`config.mk`:
```
export PLATFORM = sky130hd
export DESIGN_NAME = up_alu_regif
export DESIGN_NICKNAME = d
export VERILOG_FILES = /design/src/rtl/up_regif_pkg.sv /design/src/rtl/up_byte_reg.sv /design/src/rtl/up_alu_regif.sv
export SDC_FILE = /design/constraint.sdc
export NUM_CORES = 1
export LEC_CHECK = 0
export ABC_AREA = 1
export BUFFER_PORTS_ARGS = -buffer_cell sky130_fd_sc_hd__buf_2
export CAP_MARGIN = 10
export CORE_MARGIN = 2
export CORE_UTILIZATION = 40
export CTS_CLUSTER_DIAMETER = 200
export DETAILED_ROUTE_END_ITERATION = 12
export PLACE_DENSITY = 0.64
export SYNTH_ARGS = -nofsm -noshare
export SYNTH_HDL_FRONTEND = slang
export SYNTH_SLANG_ARGS = --single-unit
```
`constraint.sdc`:
```
create_clock -name clk -period 3.25 [get_ports clk]
set_input_delay 0.4875 -clock clk [delete_from_list [all_inputs] [get_ports clk]]
set_output_delay 0.4875 -clock clk [all_outputs]
set_load 0.01 [all_outputs]
```
`src/rtl/up_regif_pkg.sv`:
```
`default_nettype none
// ============================================================================
// Module   : up_regif_pkg
// Purpose  : Shared address map, CTRL/STATUS bit positions and ALU operation
//            encoding for the microprocessor-bus ALU register interface.
// Revision : 1.0 - initial release
// ============================================================================
package up_regif_pkg;

  // Byte address map (byte 0 of each multi-byte field is the LSB)
  localparam logic [3:0] ADDR_OP_A0    = 4'd0;
  localparam logic [3:0] ADDR_OP_A1    = 4'd1;
  localparam logic [3:0] ADDR_OP_A2    = 4'd2;
  localparam logic [3:0] ADDR_OP_A3    = 4'd3;
  localparam logic [3:0] ADDR_OP_B0    = 4'd4;
  localparam logic [3:0] ADDR_OP_B1    = 4'd5;
  localparam logic [3:0] ADDR_OP_B2    = 4'd6;
  localparam logic [3:0] ADDR_OP_B3    = 4'd7;
  localparam logic [3:0] ADDR_RES0     = 4'd8;
  localparam logic [3:0] ADDR_RES1     = 4'd9;
  localparam logic [3:0] ADDR_RES2     = 4'd10;
  localparam logic [3:0] ADDR_RES3     = 4'd11;
  localparam logic [3:0] ADDR_CTRL     = 4'd12;
  localparam logic [3:0] ADDR_STATUS   = 4'd13;
  localparam logic [3:0] ADDR_IRQ_CLR  = 4'd14;
  localparam logic [3:0] ADDR_ID       = 4'd15;

  // CTRL register bit positions
  localparam int CTRL_START    = 0;
  localparam int CTRL_IRQ_EN   = 1;
  localparam int CTRL_OP_LSB   = 2;
  localparam int CTRL_OP_MSB   = 3;

  // STATUS register bit positions
  localparam int STAT_BUSY     = 0;
  localparam int STAT_DONE     = 1;
  localparam int STAT_IRQ_PEND = 2;
  localparam int STAT_WR_ERR   = 3;

  // IRQ_CLR register bit positions
  localparam int IRQCLR_IRQ    = 0;
  localparam int IRQCLR_ERR    = 3;

  typedef enum logic [1:0] {
    ALU_ADD = 2'd0,
    ALU_SUB = 2'd1,
    ALU_MUL = 2'd2,
    ALU_SQR = 2'd3
  } alu_op_e;

  // Pick one byte out of a zero-extended 32-bit field view
  function automatic logic [7:0] byte_lane(input logic [31:0] v, input logic [1:0] lane);
    logic [7:0] b;
    case (lane)
      2'd0:    b = v[7:0];
      2'd1:    b = v[15:8];
      2'd2:    b = v[23:16];
      default: b = v[31:24];
    endcase
    return b;
  endfunction

endpackage
`default_nettype wire

```
`src/rtl/up_byte_reg.sv`:
```
`default_nettype none
// ============================================================================
// Module   : up_byte_reg
// Purpose  : DATA_W-bit register with per-byte-lane write enables. Lanes whose
//            enable is low hold their value.
// Revision : 1.0 - initial release
// ============================================================================
module up_byte_reg
  import up_regif_pkg::*;
#(
  parameter int DATA_W = 32
) (
  input  logic                  clk,
  input  logic                  rst,
  input  logic [DATA_W/8-1:0]   i_be,
  input  logic [DATA_W-1:0]     i_d,
  output logic [DATA_W-1:0]     o_q
);

  localparam int NB = DATA_W / 8;

  for (genvar i = 0; i < NB; i++) begin : g_lane
    logic [7:0] r_lane;

    // Each lane loads independently when its enable is set
    always_ff @(posedge clk or posedge rst) begin
      if (rst) begin
        r_lane <= 8'h00;
      end else if (i_be[i]) begin
        r_lane <= i_d[i*8 +: 8];
      end
    end

    assign o_q[i*8 +: 8] = r_lane;
  end

endmodule
`default_nettype wire

```
`src/rtl/up_alu_regif.sv`:
```
`default_nettype none
// ============================================================================
// Module   : up_alu_regif
// Purpose  : 8-bit microprocessor bus responder for the fractal ALU. Decodes
//            16 byte addresses into operand, control, status, result and ID
//            registers, pulses alu_start, captures alu_result on alu_done and
//            raises a level interrupt held until acknowledged.
// Options  : UP_REGIF_SNAPSHOT_EN - reading RESULT byte 0 snapshots the whole
//            result so that bytes 1..3 read back coherently.
// Revision : 1.0 - initial release
// ============================================================================
module up_alu_regif
  import up_regif_pkg::*;
#(
  parameter int           DATA_W   = 32,
  parameter logic [7:0]   ID_VALUE = 8'hA1
) (
  input  logic                clk,
  input  logic                rst,
  input  logic                pi_blk_sel,
  input  logic                pi_wr_en,
  input  logic                pi_rd_en,
  input  logic [3:0]          pi_addr,
  input  logic [7:0]          pi_wr_data,
  output logic [7:0]          pi_rd_data,
  output logic                interrupt,
  input  logic                interrupt_ack,
  output logic [DATA_W-1:0]   alu_op_a,
  output logic [DATA_W-1:0]   alu_op_b,
  output logic [1:0]          alu_op,
  output logic                alu_start,
  input  logic                alu_done,
  input  logic [DATA_W-1:0]   alu_result
);

  localparam int NB = DATA_W / 8;

  // Registered state
  logic                r_busy;
  logic                r_done;
  logic                r_irq_pend;
  logic                r_wr_err;
  logic                r_irq_en;
  alu_op_e             r_op;
  logic                r_alu_start;
  logic [DATA_W-1:0]   r_result;
  logic [7:0]          r_rd_data;
  logic [DATA_W-1:0]   r_op_a;
  logic [DATA_W-1:0]   r_op_b;

  // Decode
  logic                w_wr;
  logic                w_rd;
  logic [1:0]          w_lane;
  logic                w_lane_ok;
  logic [NB-1:0]       w_lane_dec;
  logic                w_wr_opa;
  logic                w_wr_opb;
  logic [NB-1:0]       w_be_a;
  logic [NB-1:0]       w_be_b;
  logic [DATA_W-1:0]   w_op_d;
  logic                w_wr_ctrl;
  logic                w_start_ok;
  logic                w_start_err;
  logic                w_op_err;
  logic                w_wr_irqclr;
  logic                w_clr_irq;
  logic                w_clr_err;
  logic                w_done_ok;

  assign w_wr      = pi_blk_sel & pi_wr_en;
  assign w_rd      = pi_blk_sel & pi_rd_en;
  assign w_lane    = pi_addr[1:0];
  assign w_lane_ok = (32'(w_lane) < 32'(NB));

  for (genvar i = 0; i < NB; i++) begin : g_dec
    assign w_lane_dec[i] = (32'(w_lane) == i);
  end

  // Operand writes are frozen while an operation is in flight
  assign w_wr_opa    = w_wr & (pi_addr[3:2] == 2'b00);
  assign w_wr_opb    = w_wr & (pi_addr[3:2] == 2'b01);
  assign w_be_a      = (w_wr_opa & ~r_busy & w_lane_ok) ? w_lane_dec : '0;
  assign w_be_b      = (w_wr_opb & ~r_busy & w_lane_ok) ? w_lane_dec : '0;
  assign w_op_d      = {NB{pi_wr_data}};
  assign w_op_err    = (w_wr_opa | w_wr_opb) & r_busy;

  assign w_wr_ctrl   = w_wr & (pi_addr == ADDR_CTRL);
  assign w_start_ok  = w_wr_ctrl & pi_wr_data[CTRL_START] & ~r_busy;
  assign w_start_err = w_wr_ctrl & pi_wr_data[CTRL_START] & r_busy;

  assign w_wr_irqclr = w_wr & (pi_addr == ADDR_IRQ_CLR);
  assign w_clr_irq   = w_wr_irqclr & pi_wr_data[IRQCLR_IRQ];
  assign w_clr_err   = w_wr_irqclr & pi_wr_data[IRQCLR_ERR];

  // A completion pulse only counts when an operation is outstanding
  assign w_done_ok   = alu_done & r_busy;

  up_byte_reg #(.DATA_W(DATA_W)) u_op_a (
    .clk  (clk),
    .rst  (rst),
    .i_be (w_be_a),
    .i_d  (w_op_d),
    .o_q  (r_op_a)
  );

  up_byte_reg #(.DATA_W(DATA_W)) u_op_b (
    .clk  (clk),
    .rst  (rst),
    .i_be (w_be_b),
    .i_d  (w_op_d),
    .o_q  (r_op_b)
  );

  // Control, status and interrupt state; a set always beats a clear
  always_ff @(posedge clk or posedge rst) begin
    if (rst) begin
      r_busy      <= 1'b0;
      r_done      <= 1'b0;
      r_irq_pend  <= 1'b0;
      r_wr_err    <= 1'b0;
      r_irq_en    <= 1'b0;
      r_op        <= ALU_ADD;
      r_alu_start <= 1'b0;
    end else begin
      r_alu_start <= w_start_ok;

      if (w_wr_ctrl) begin
        r_irq_en <= pi_wr_data[CTRL_IRQ_EN];
        r_op     <= alu_op_e'(pi_wr_data[CTRL_OP_MSB:CTRL_OP_LSB]);
      end

      if (w_start_ok) begin
        r_busy <= 1'b1;
      end else if (w_done_ok) begin
        r_busy <= 1'b0;
      end

      if (w_done_ok) begin
        r_done <= 1'b1;
      end else if (w_start_ok | w_clr_irq) begin
        r_done <= 1'b0;
      end

      if (w_done_ok & r_irq_en) begin
        r_irq_pend <= 1'b1;
      end else if (w_clr_irq | interrupt_ack) begin
        r_irq_pend <= 1'b0;
      end

      if (w_start_err | w_op_err) begin
        r_wr_err <= 1'b1;
      end else if (w_clr_err) begin
        r_wr_err <= 1'b0;
      end
    end
  end

  // Result capture on a qualified completion
  always_ff @(posedge clk or posedge rst) begin
    if (rst) begin
      r_result <= '0;
    end else if (w_done_ok) begin
      r_result <= alu_result;
    end
  end

  // Result view presented to the read mux
  logic [31:0] w_res_view32;

`ifdef UP_REGIF_SNAPSHOT_EN
  logic [DATA_W-1:0] r_shadow;
  logic [NB-1:0]     w_be_shadow;

  assign w_be_shadow = (w_rd && (pi_addr == ADDR_RES0)) ? '1 : '0;

  up_byte_reg #(.DATA_W(DATA_W)) u_shadow (
    .clk  (clk),
    .rst  (rst),
    .i_be (w_be_shadow),
    .i_d  (r_result),
    .o_q  (r_shadow)
  );

  // Byte 0 comes live (it is being snapshotted this edge), the rest from the shadow
  assign w_res_view32 = (pi_addr == ADDR_RES0) ? 32'(r_result) : 32'(r_shadow);
`else
  assign w_res_view32 = 32'(r_result);
`endif

  // Read mux; zero-extended views make unused upper lanes read 0x00
  logic [31:0] w_op_a32;
  logic [31:0] w_op_b32;
  logic [7:0]  w_ctrl;
  logic [7:0]  w_status;
  logic [7:0]  w_rd_byte;

  assign w_op_a32 = 32'(r_op_a);
  assign w_op_b32 = 32'(r_op_b);

  // Assemble CTRL/STATUS readback and select the addressed byte
  always_comb begin
    w_ctrl                          = 8'h00;
    w_ctrl[CTRL_IRQ_EN]             = r_irq_en;
    w_ctrl[CTRL_OP_MSB:CTRL_OP_LSB] = r_op;
    w_status                        = 8'h00;
    w_status[STAT_BUSY]             = r_busy;
    w_status[STAT_DONE]             = r_done;
    w_status[STAT_IRQ_PEND]         = r_irq_pend;
    w_status[STAT_WR_ERR]           = r_wr_err;
    w_rd_byte                       = 8'h00;
    case (pi_addr)
      ADDR_OP_A0, ADDR_OP_A1, ADDR_OP_A2, ADDR_OP_A3: w_rd_byte = byte_lane(w_op_a32, w_lane);
      ADDR_OP_B0, ADDR_OP_B1, ADDR_OP_B2, ADDR_OP_B3: w_rd_byte = byte_lane(w_op_b32, w_lane);
      ADDR_RES0, ADDR_RES1, ADDR_RES2, ADDR_RES3:     w_rd_byte = byte_lane(w_res_view32, w_lane);
      ADDR_CTRL:    w_rd_byte = w_ctrl;
      ADDR_STATUS:  w_rd_byte = w_status;
      ADDR_ID:      w_rd_byte = ID_VALUE;
      default:      w_rd_byte = 8'h00;
    endcase
  end

  // Registered read data, zero when no read was sampled
  always_ff @(posedge clk or posedge rst) begin
    if (rst) begin
      r_rd_data <= 8'h00;
    end else begin
      r_rd_data <= w_rd ? w_rd_byte : 8'h00;
    end
  end

  assign pi_rd_data = r_rd_data;
  assign interrupt  = r_irq_pend;
  assign alu_op_a   = r_op_a;
  assign alu_op_b   = r_op_b;
  assign alu_op     = r_op;
  assign alu_start  = r_alu_start;

endmodule
`default_nettype wire

```
==> flow_summary.toml, run 1 <==
[run_status]
outcome = "finished, final reports clean"

[detailed_routing]
viasPerCell = 5.195
drc = 0
wl_per_cell_um = 16.59
ant_nets = 0
wirelength_um = 15330
drtPass1Iterations = 7
met1Wirelength_um = 6967
vias = 4800
wl_met3_um = 1156
drt_iter0_markers = 334
highest-signal-layer = "met4"
route.met2.wl_um = 6903

[sta]
fin_skew_ns = 0.006811
tightest_slew_ns = 0.8510
timing.hold.ws_ns = 0.2857
rsz0062_at_grt = "false"
max_freq_mhz = 506.3
timing.final.ws_setup_ns = 1.275
setup_violations = 0
layout_min_cycle_time_ns = 1.975
max_slew_margin_pct = 43.15
fin_crit_sh_pct = 60.78
finalHoldViolCount = 0
drv_slew = 0
setup_tns_ns = 0

[global_route]
grt_remaining_overflow = 0
grt_start_max_net_pins = 42
grt_pass1_wl_um = 23810
grt_pass1_vias = 4358
antenna_found_initial = 0
grt_usage_pct = 23.20

[clock_tree]
numCtsBuffers = 9
cts_repair_resize_count = 0
cts_max_path_buffers = 2
cts.sinks = 112
cts-root-buf = "clkbuf_16"
postCtsSetupRepairBufs = 0
ctsHoldBuffers = 0
clkTransAtPathRegs_ns = 0.07
cts_tree = "yes"
htree_levels = 3
worstSkewPairLatency_ns = 0.36

[final_layout]
n_fill_cell = 1235
areaGrowthSynthToFinish_pct = 21.79
final_common_cell = "nand2_1"
multiInputGateArea_um2 = 2012
drive_gt1_share_pct = 21.68
n_antenna_cell = 0
seq_area_um2 = 2803
nets = 798
final_cell_mix = "nand2_1, buf_2, dfrtp_1"

[place]
place_ws_ns = 1.005
numPortBuffers = 126
place_congestion = 0.8998
hpwlAfterDp_um = 11280

[critical_path]
crit_path_max_incr_delay_ns = 0.51
r2r-end = "u_op_a.g_lane[2].r_lane[6]$_DFFE_PP0P_"
rrSetupSlack_ns = 1.49
crit_type = "in2reg"
r2r_start = "r_busy$_DFFE_PP0P_"
crit_slowest_cell = "nand3_1"
crit_path_start_kind = "input pin"
cp.required_ns = 3.51
crit_arrival_ns = 2.23
crit_family = "simple AND/OR/NAND/NOR gates"
crit_path_end_kind = "flop"
critical_path_buf_inv_count = 2
crit_chain = "buf_2 > inv_1 > nor2_2 > nand3_1 > o21ai_0"
reg2regPathDepth = 3
critPathMaxFanout = 16

[die]
rows = 41
die_y_um = 116.7
die_width_um = 116.7
initial_core_util_pct = 40.59
io_pins = 127
die-area_um2 = 13620
core_um2 = 12520

[synthesis]
async_reset_ff_share_pct = 100.0
synth_ff_type = "dfrtp_1"
synth.net_count = 684
synthesis.area_um2 = 5081
synth-edff-count = 0
synth_cells = 633
avgSynthCellArea_um2 = 8.027
synthDistinctLibCells = 23
yosys_warnings = 0
synth_seq_cells = 112
ys_seq_area_share_pct = 55.16

[power_and_ir_drop]
total_power_mw = 4.256
ir_worst_vdd_mv = 0.3447
leakage_nw = 3.318
p_per_area_nw_per_um2 = 687.8

[run]
cap_violations = 0

[hold_path]
hold_path.class = "in2async"
-- sequential cells by signal, indices dropped and copies added (netlist names), 2 cells and up --
name,flops
pi_rd_data,8
u_op_b.g_lane.r_lane,32
u_op_a.g_lane.r_lane,32
alu_op,2
r_result,32
-- worst register-to-register path: stages (launching register included) --
cell and delay, ns:
dfrtp_1 0.50, nor2_4 0.31, nand3_1 0.48, o21ai_0 0.37
-- cells by family after synthesis --
family,after synthesis,share of synthesized area (%)
DFF,112,55.16
and+or+nand+nor,349,28.71
AOI/OAI and AO/OA,110,10.88
buffers and inverters,62,5.245
-- where the power goes --
group	total [mW]	internal, mW	switching, mW
Clock	1.24	0.724	0.519
Sequential	2.08	1.77	0.304
Combinational	0.938	0.367	0.571
Total	4.26	2.86	1.39
-- worst max-delay path by stage --
stage | start | depth (start not counted) | endpoint
2_1_floorplan | rst | 1 | alu_op[0]$_DFFE_PP0N_
3_3_place_gp | pi_addr[1] | 5 | u_op_a.g_lane[2].r_lane[6]$_DFFE_PP0P_
3_5_place_dp | pi_addr[1] | 5 | u_op_a.g_lane[2].r_lane[6]$_DFFE_PP0P_
4_1_cts | pi_addr[1] | 5 | u_op_b.g_lane[2].r_lane[2]$_DFFE_PP0P_
5_1_grt | pi_addr[1] | 5 | u_op_a.g_lane[2].r_lane[5]$_DFFE_PP0P_
6_report | pi_addr[1] | 5 | u_op_a.g_lane[2].r_lane[6]$_DFFE_PP0P_
-- synthesized netlist by cell type (2+ instances only) --
cell type | number | area (um^2)
nand2_1 | 228 | 855.8
dfrtp_1 | 112 | 2803
o21ai_0 | 82 | 410.4
nand3_1 | 60 | 300.3
nor2_1 | 47 | 176.4
inv_1 | 30 | 112.6
o21ai_1 | 20 | 100.1
buf_2 | 13 | 65.06
clkbuf_1 | 11 | 41.29
a21oi_1 | 7 | 35.03
buf_4 | 4 | 30.03
nand2_2 | 3 | 18.77
nand3_2 | 3 | 30.03
nor2_4 | 3 | 33.78
nand4_1 | 2 | 12.51
-- metrics by stage --
stage               util, %  instance area [um^2]  instances
floorplan                 -                  5085        633
global placement      46.74                  5851        908
detailed placement    46.74                  5851        908
CTS                   49.44                  6188        924
global route          49.44                  6188        924
finish                49.44                  6188        924
-- per-layer routing --
metal / vias up / global-route usage [%]
met5: - / 0
met4: 0 / 8.078
met3: 21 / 4.463
met2: 204 / 34.72
met1: 2307 / 33.87
li1: 2268 / -
-- layout make-up --
class                   instances  area share, %
repair buffers                133          11.24
multi-input cells             459          32.51
clock inverters                 5          1.375
well taps                     172          3.478
clock buffers                  11          4.084
flip-flops and latches        112          45.29
inverters                      32          2.022
Power figures use the tool's default switching activity.
==> run 2, diff against run 1 <==
ABC_AREA = 0   (was 1)
clock period = 1.7 ns   (was 3.25 ns; I/O delays follow)
==> run 2 against run 1 <==
  * Combinational power increased by 140%
  * Largest cell class unchanged
  * Non-clock buffer count increased by 29
  * Critical endpoint is now u_op_b.g_lane[0].r_lane[0]$_DFFE_PP0P_
  * Hold slack got worse by 0.15 ns
  * Area after synthesis increased by 1.4%
  * Register-to-register slack got worse by 1.5 ns
==> flow_summary.toml, run 2 <==
[synthesis]
async_reset_ff_share_pct = 100.0
synthesis.area_um2 = 5152
synth_ff_type = "dfrtp_1"
ys_seq_area_share_pct = 54.40
synth_top_area_share_pct = 54.40
synthDistinctLibCells = 39
synth.largest_area_cell = "dfrtp_1"
synth_seq_cells = 112
synth-edff-count = 0
avgSynthCellArea_um2 = 13.89
synthTopCellsByArea = "dfrtp_1, mux2_2, mux2i_1"
synth_most_common_cell = "dfrtp_1"
synth.net_count = 422
synth_cells = 371
yosys_warnings = 0
synth_common_cells = "dfrtp_1, mux2_2, mux2i_1, nand2_1, a21oi_1"

[critical_path]
rrSetupSlack_ns = 0.009
crit_path_end_kind = "flop"
crit_arrival_ns = 1.93
endpoint = "u_op_b.g_lane[0].r_lane[0]$_DFFE_PP0P_"
cp.required_ns = 1.94
crit_start = "r_busy$_DFFE_PP0P_"
r2r_start = "r_busy$_DFFE_PP0P_"
crit_path_start_kind = "flop"
reg2regPathDepth = 4
r2r-end = "u_op_b.g_lane[0].r_lane[0]$_DFFE_PP0P_"
critPathMaxFanout = 4
crit_type = "reg2reg"

[sta]
layout_min_cycle_time_ns = 1.691
finalHoldViolCount = 0
max_slew_margin_pct = 65.06
drv_slew = 0
fin_crit_sh_pct = 99.48
fin_skew_ns = 0.01139
rsz0062_at_grt = "true"
setup_violations = 0
max_freq_mhz = 591.3
setup_tns_ns = 0
timing.hold.ws_ns = 0.1331
tightest_slew_ns = 0.5222

[global_route]
grt.busiest_layer = "met2"
grt_util_met1_pct = 29.41
grt_pass1_vias = 3868
grt_remaining_overflow = 0
grt_use_met2_pct = 29.75
grt_pass1_wl_um = 21590
grt_start_max_net_pins = 58
grt_usage_pct = 20.34
grtUsageMet3_pct = 5.378
antenna_found_initial = 0

[final_layout]
largestRegisters = "r_result (32), u_op_a.g_lane.r_lane (32), u_op_b.g_lane.r_lane (32)"
nets = 574
n_fill_cell = 1112
drive_gt1_share_pct = 58.52
n_antenna_cell = 0
final_common_cell = "buf_2"
final_cell_mix = "buf_2, dfrtp_1, mux2_2"
areaGrowthSynthToFinish_pct = 31.42

[detailed_routing]
wl_per_cell_um = 19.63
drtPass1Iterations = 4
drt_iter0_markers = 184
vias = 3670
drc = 0
wirelength_um = 13740
viasPerCell = 5.243
ant_nets = 0

[die]
die-area_um2 = 13810
io_pins = 127
rows = 41
die_y_um = 117.5
die_width_um = 117.5
core_um2 = 12620
initial_core_util_pct = 40.83

[hold_path]
hold_path.class = "in2reg"
hold-path-cell-count = 2

[clock_tree]
cts.sinks = 112
clkTransAtPathRegs_ns = 0.07
cts_max_path_buffers = 2
worstSkewPairLatency_ns = 0.35
htree_levels = 3
cts_tree = "yes"
postCtsSetupRepairBufs = 0
cts-root-buf = "clkbuf_16"
numCtsBuffers = 9

[run_status]
outcome = "finished, final reports clean"

[place]
numPortBuffers = 126
hpwlAfterDp_um = 10130
place_congestion = 0.8164

[run]
cap_violations = 0

[power_and_ir_drop]
leakage_nw = 3.281
p_per_area_nw_per_um2 = 1240
ir_worst_vdd_mv = 0.6920
run 2: cell types whose count changed after synthesis, moves of 5 or more:
cell	delta
nand2_1	-214
mux2_2	+102
o21ai_0	-77
nand3_1	-56
nor2_1	-41
inv_1	-26
mux2i_1	+21
o21ai_1	-20
mux2_4	+8
mux4_2	+8
o22ai_1	+8
buf_2	-7
a21oi_1	+5
nor3_1	+5
run 2: stage by stage:
step | power (mW) | std cells | util, % | area, um^2 | setup WS [ns]
global route | 8.830 | 700 | 53.66 | 6771 | -0.02395
floorplan | 5.375 | 371 | - | 5280 | -0.1454
finish | 8.399 | 700 | 53.66 | 6771 | 0.008849
global placement | 6.197 | 684 | 50.86 | 6419 | -0.1350
detailed placement | 6.294 | 684 | 50.86 | 6419 | -0.1743
CTS | 8.471 | 701 | 53.40 | 6739 | 0.001723
run 2: cells by family (layout without fill, tap and decap cells):
group	Yosys count	count (layout)	share of synthesized area, %
buffers and inverters	25	182	2.186
multiplexers	139	139	32.20
AND/OR/NAND/NOR	53	53	5.974
flip-flops	112	112	54.40
AO/OA/AOI/OAI	42	42	5.245
run 2: per-layer routing:
metal	up-vias	routed length (um)
li1	1675	-
met1	1830	6539
met2	148	6012
met3	17	927
met4	0	259
met5	-	0
run 2: cell type report:
| type | instances | area, um^2 | area share [%] |
|---|---|---|---|
| clock inverter | 6 | 66.31 | 0.9793 |
| multi-input combinational | 234 | 2361 | 34.87 |
| tap | 172 | 215.2 | 3.178 |
| sequential | 112 | 2803 | 41.39 |
| clock buffer | 10 | 239.0 | 3.529 |
| timing repair buffer | 162 | 1069 | 15.78 |
| inverter | 4 | 18.77 | 0.2772 |
run 2: repair_timing:
action                                 CTS  global route
cloned                                   0             0
gates resized for setup                  1             9
pin swaps                                0             1
hold buffers                             1             0
setup endpoints to repair               16            39
endpoints found under the hold margin   16             0
run 2: worst max-delay path, stage by stage, from the launching register on:
cell	delay (ns)
dfrtp_1	0.40
or3_4	0.38
or3_4	0.35
buf_6	0.15
mux2_4	0.29
run 2: worst min path at each step:
stage,slack (ns),startpoint,to
2_1_floorplan,0.40,alu_done,interrupt$_DFFE_PP0P_
4_1_cts,0.12,alu_result[30],r_result[30]$_DFFE_PP0P_
3_3_place_gp,0.30,rst,u_op_a.g_lane[0].r_lane[4]$_DFFE_PP0P_
3_5_place_dp,0.29,rst,u_op_a.g_lane[0].r_lane[4]$_DFFE_PP0P_
5_1_grt,0.12,alu_result[6],r_result[6]$_DFFE_PP0P_
6_report,0.13,alu_result[30],r_result[30]$_DFFE_PP0P_
run 2: power breakdown:
part / total [mW] / switching (mW) / internal [mW]
registers: 3.97 / 0.537 / 3.43
logic: 2.27 / 0.943 / 1.33
clock network: 2.16 / 0.975 / 1.19
==> run 3, diff against run 2 <==
CTS_CLUSTER_SIZE = 24   (was unset)
SETUP_SLACK_MARGIN = 0.05   (was unset)
==> run 3 against run 2 <==
  * Worst setup slack improved by 0.00057 ns
  * Design area rose by 1.1%
  * Total power rose by 0.55%
  * Combinational power rose by 2%
  * Register-to-register slack barely moved
  * First-iteration DRC count rose by 8.7%
  * Critical path depth did not move
  * Global-route usage rose by 0.052 points
  * Clock skew barely moved
==> flow_summary.toml, run 3 (same netlist as run 2, synthesis figures left out) <==
[detailed_routing]
viasPerCell = 5.234
ant_nets = 0
drc = 0
drtPass1Iterations = 4
drt_iter0_markers = 200
wirelength_um = 13800
wl_per_cell_um = 19.68
vias = 3669

[clock_tree]
clkTransAtPathRegs_ns = 0.07
worstSkewPairLatency_ns = 0.35
numCtsBuffers = 9
postCtsSetupRepairBufs = 0
cts_tree = "yes"
htree_levels = 3
cts_max_path_buffers = 2
cts.sinks = 112
cts-root-buf = "clkbuf_16"

[power_and_ir_drop]
p_seq_share_pct = 47.0
clockPowerShare_pct = 25.5
p_int_mw = 5.986
leakage_nw = 3.320
ir_worst_vdd_mv = 0.6904
combPwrFrac_pct = 27.4
p_sw_mw = 2.459
swShare_pct = 29.11
p_per_area_nw_per_um2 = 1233

[critical_path]
crit_path_end_kind = "flop"
critical_path_buf_inv_count = 1
reg2regPathDepth = 4
rrSetupSlack_ns = 0.009
crit_path_start_kind = "flop"
endpoint = "u_op_b.g_lane[0].r_lane[0]$_DFFE_PP0P_"
crit_path_max_incr_delay_ns = 0.40
crit_arrival_ns = 1.93
critPathMaxFanout = 4
r2r_start = "r_busy$_DFFE_PP0P_"
cp.required_ns = 1.94
crit_start = "r_busy$_DFFE_PP0P_"
crit_chain = "or3_4 > or3_4 > buf_6 > mux2_4"
crit_family = "simple AND/OR/NAND/NOR gates"
path_common_cell = "or3_4"
r2r-end = "u_op_b.g_lane[0].r_lane[0]$_DFFE_PP0P_"
worstSetupPathDepth = 4
crit_slowest_cell = "dfrtp_1"
crit_type = "reg2reg"

[global_route]
grt_remaining_overflow = 0
grt_start_max_net_pins = 58
antenna_found_initial = 0
grt_pass1_vias = 3876
grt_pass1_wl_um = 21640
grt_usage_pct = 20.39

[die]
core_um2 = 12620
die-area_um2 = 13810
io_pins = 127
die_width_um = 117.5
initial_core_util_pct = 40.83
rows = 41
die_y_um = 117.5

[sta]
max_freq_mhz = 591.5
fin_skew_ns = 0.01100
max_slew_margin_pct = 62.74
finalHoldViolCount = 0
layout_min_cycle_time_ns = 1.691
tightest_slew_ns = 0.5568
timing.hold.ws_ns = 0.1329
drv_slew = 0
setup_violations = 0
rsz0062_at_grt = "true"
fin_crit_sh_pct = 99.45

[final_layout]
areaGrowthSynthToFinish_pct = 32.88
fin_cells = 701
drive_gt1_share_pct = 58.60
n_antenna_cell = 0
n_fill_cell = 1101
nets = 575
final_common_cell = "buf_2"
final_cell_mix = "buf_2, dfrtp_1, mux2_2"
largestRegisters = "r_result (32), u_op_a.g_lane.r_lane (32), u_op_b.g_lane.r_lane (32)"

[run_status]
outcome = "finished, final reports clean"

[place]
hpwlAfterDp_um = 10130
numPortBuffers = 126
place_congestion = 0.8164
dp.cells = 684

[run]
cap_violations = 0

[hold_path]
hold_path.class = "in2reg"
run 3: stage by stage:
stage / setup WS (ns) / setup TNS [ns] / utilization, % / cell area, um^2 / power, mW
5_1_grt: -0.01905 / -0.07358 / 54.25 / 6847 / 8.884
6_report: 0.009415 / 0 / 54.25 / 6847 / 8.445
3_3_place_gp: -0.1350 / -5.872 / 50.86 / 6419 / 6.197
4_1_cts: 0.02605 / 0 / 53.61 / 6765 / 8.474
3_5_place_dp: -0.1743 / -7.010 / 50.86 / 6419 / 6.294
2_1_floorplan: -0.1454 / -4.554 / - / 5280 / 5.375
run 3: power by group through the flow:
stage | logic (mW) | clock network, mW | registers, mW
after global placement | 2.23 | 0 | 3.97
after detailed placement | 2.29 | 0 | 4.01
after floorplan | 1.38 | 0 | 4.00
final | 2.32 | 2.16 | 3.97
after CTS | 2.30 | 2.22 | 3.96
after global routing | 2.51 | 2.30 | 4.07
run 3: layout make-up:
type,count,area (um^2),area share [%]
multi-input combinational,234,2417,35.31
sequential,112,2803,40.94
clock buffer,10,239.0,3.490
timing repair buffer,163,1087,15.88
inverter,4,18.77,0.2741
clock inverter,6,66.31,0.9686
tap,172,215.2,3.143
run 3: worst min path at each step:
| stage | start | to | slack (ns) | cells after the start |
|---|---|---|---|---|
| 6_report | alu_result[30] | r_result[30]$_DFFE_PP0P_ | 0.13 | 2 |
| 4_1_cts | alu_result[30] | r_result[30]$_DFFE_PP0P_ | 0.12 | 2 |
| 5_1_grt | alu_result[6] | r_result[6]$_DFFE_PP0P_ | 0.12 | 2 |
| 2_1_floorplan | alu_done | interrupt$_DFFE_PP0P_ | 0.40 | 2 |
| 3_3_place_gp | rst | u_op_a.g_lane[0].r_lane[4]$_DFFE_PP0P_ | 0.30 | 2 |
| 3_5_place_dp | rst | u_op_a.g_lane[0].r_lane[4]$_DFFE_PP0P_ | 0.29 | 2 |
run 3: layer usage:
metal | part of all wire [%] | GRT usage [%] | up-vias
li1 | - | - | 1680
met3 | 6.5 | 5.475 | 17
met5 | 0 | 0 | -
met2 | 44 | 29.90 | 137
met4 | 1.9 | 7.003 | 0
met1 | 48 | 29.37 | 1835
run 3: timing repair:
action,4_1_cts,5_1_grt
endpoints found under the hold margin,16,0
endpoints found under the setup margin,49,32
hold buffers,1,0
resized for setup,7,21
pin swaps,2,3
run 3: worst reg2reg max path, delay by kind of cell, from the launching register on:
family / cells / cell delay [ns]
flops: 1 / 0.40
simple gates: 2 / 0.73
buf+inv: 1 / 0.15
mux: 1 / 0.29
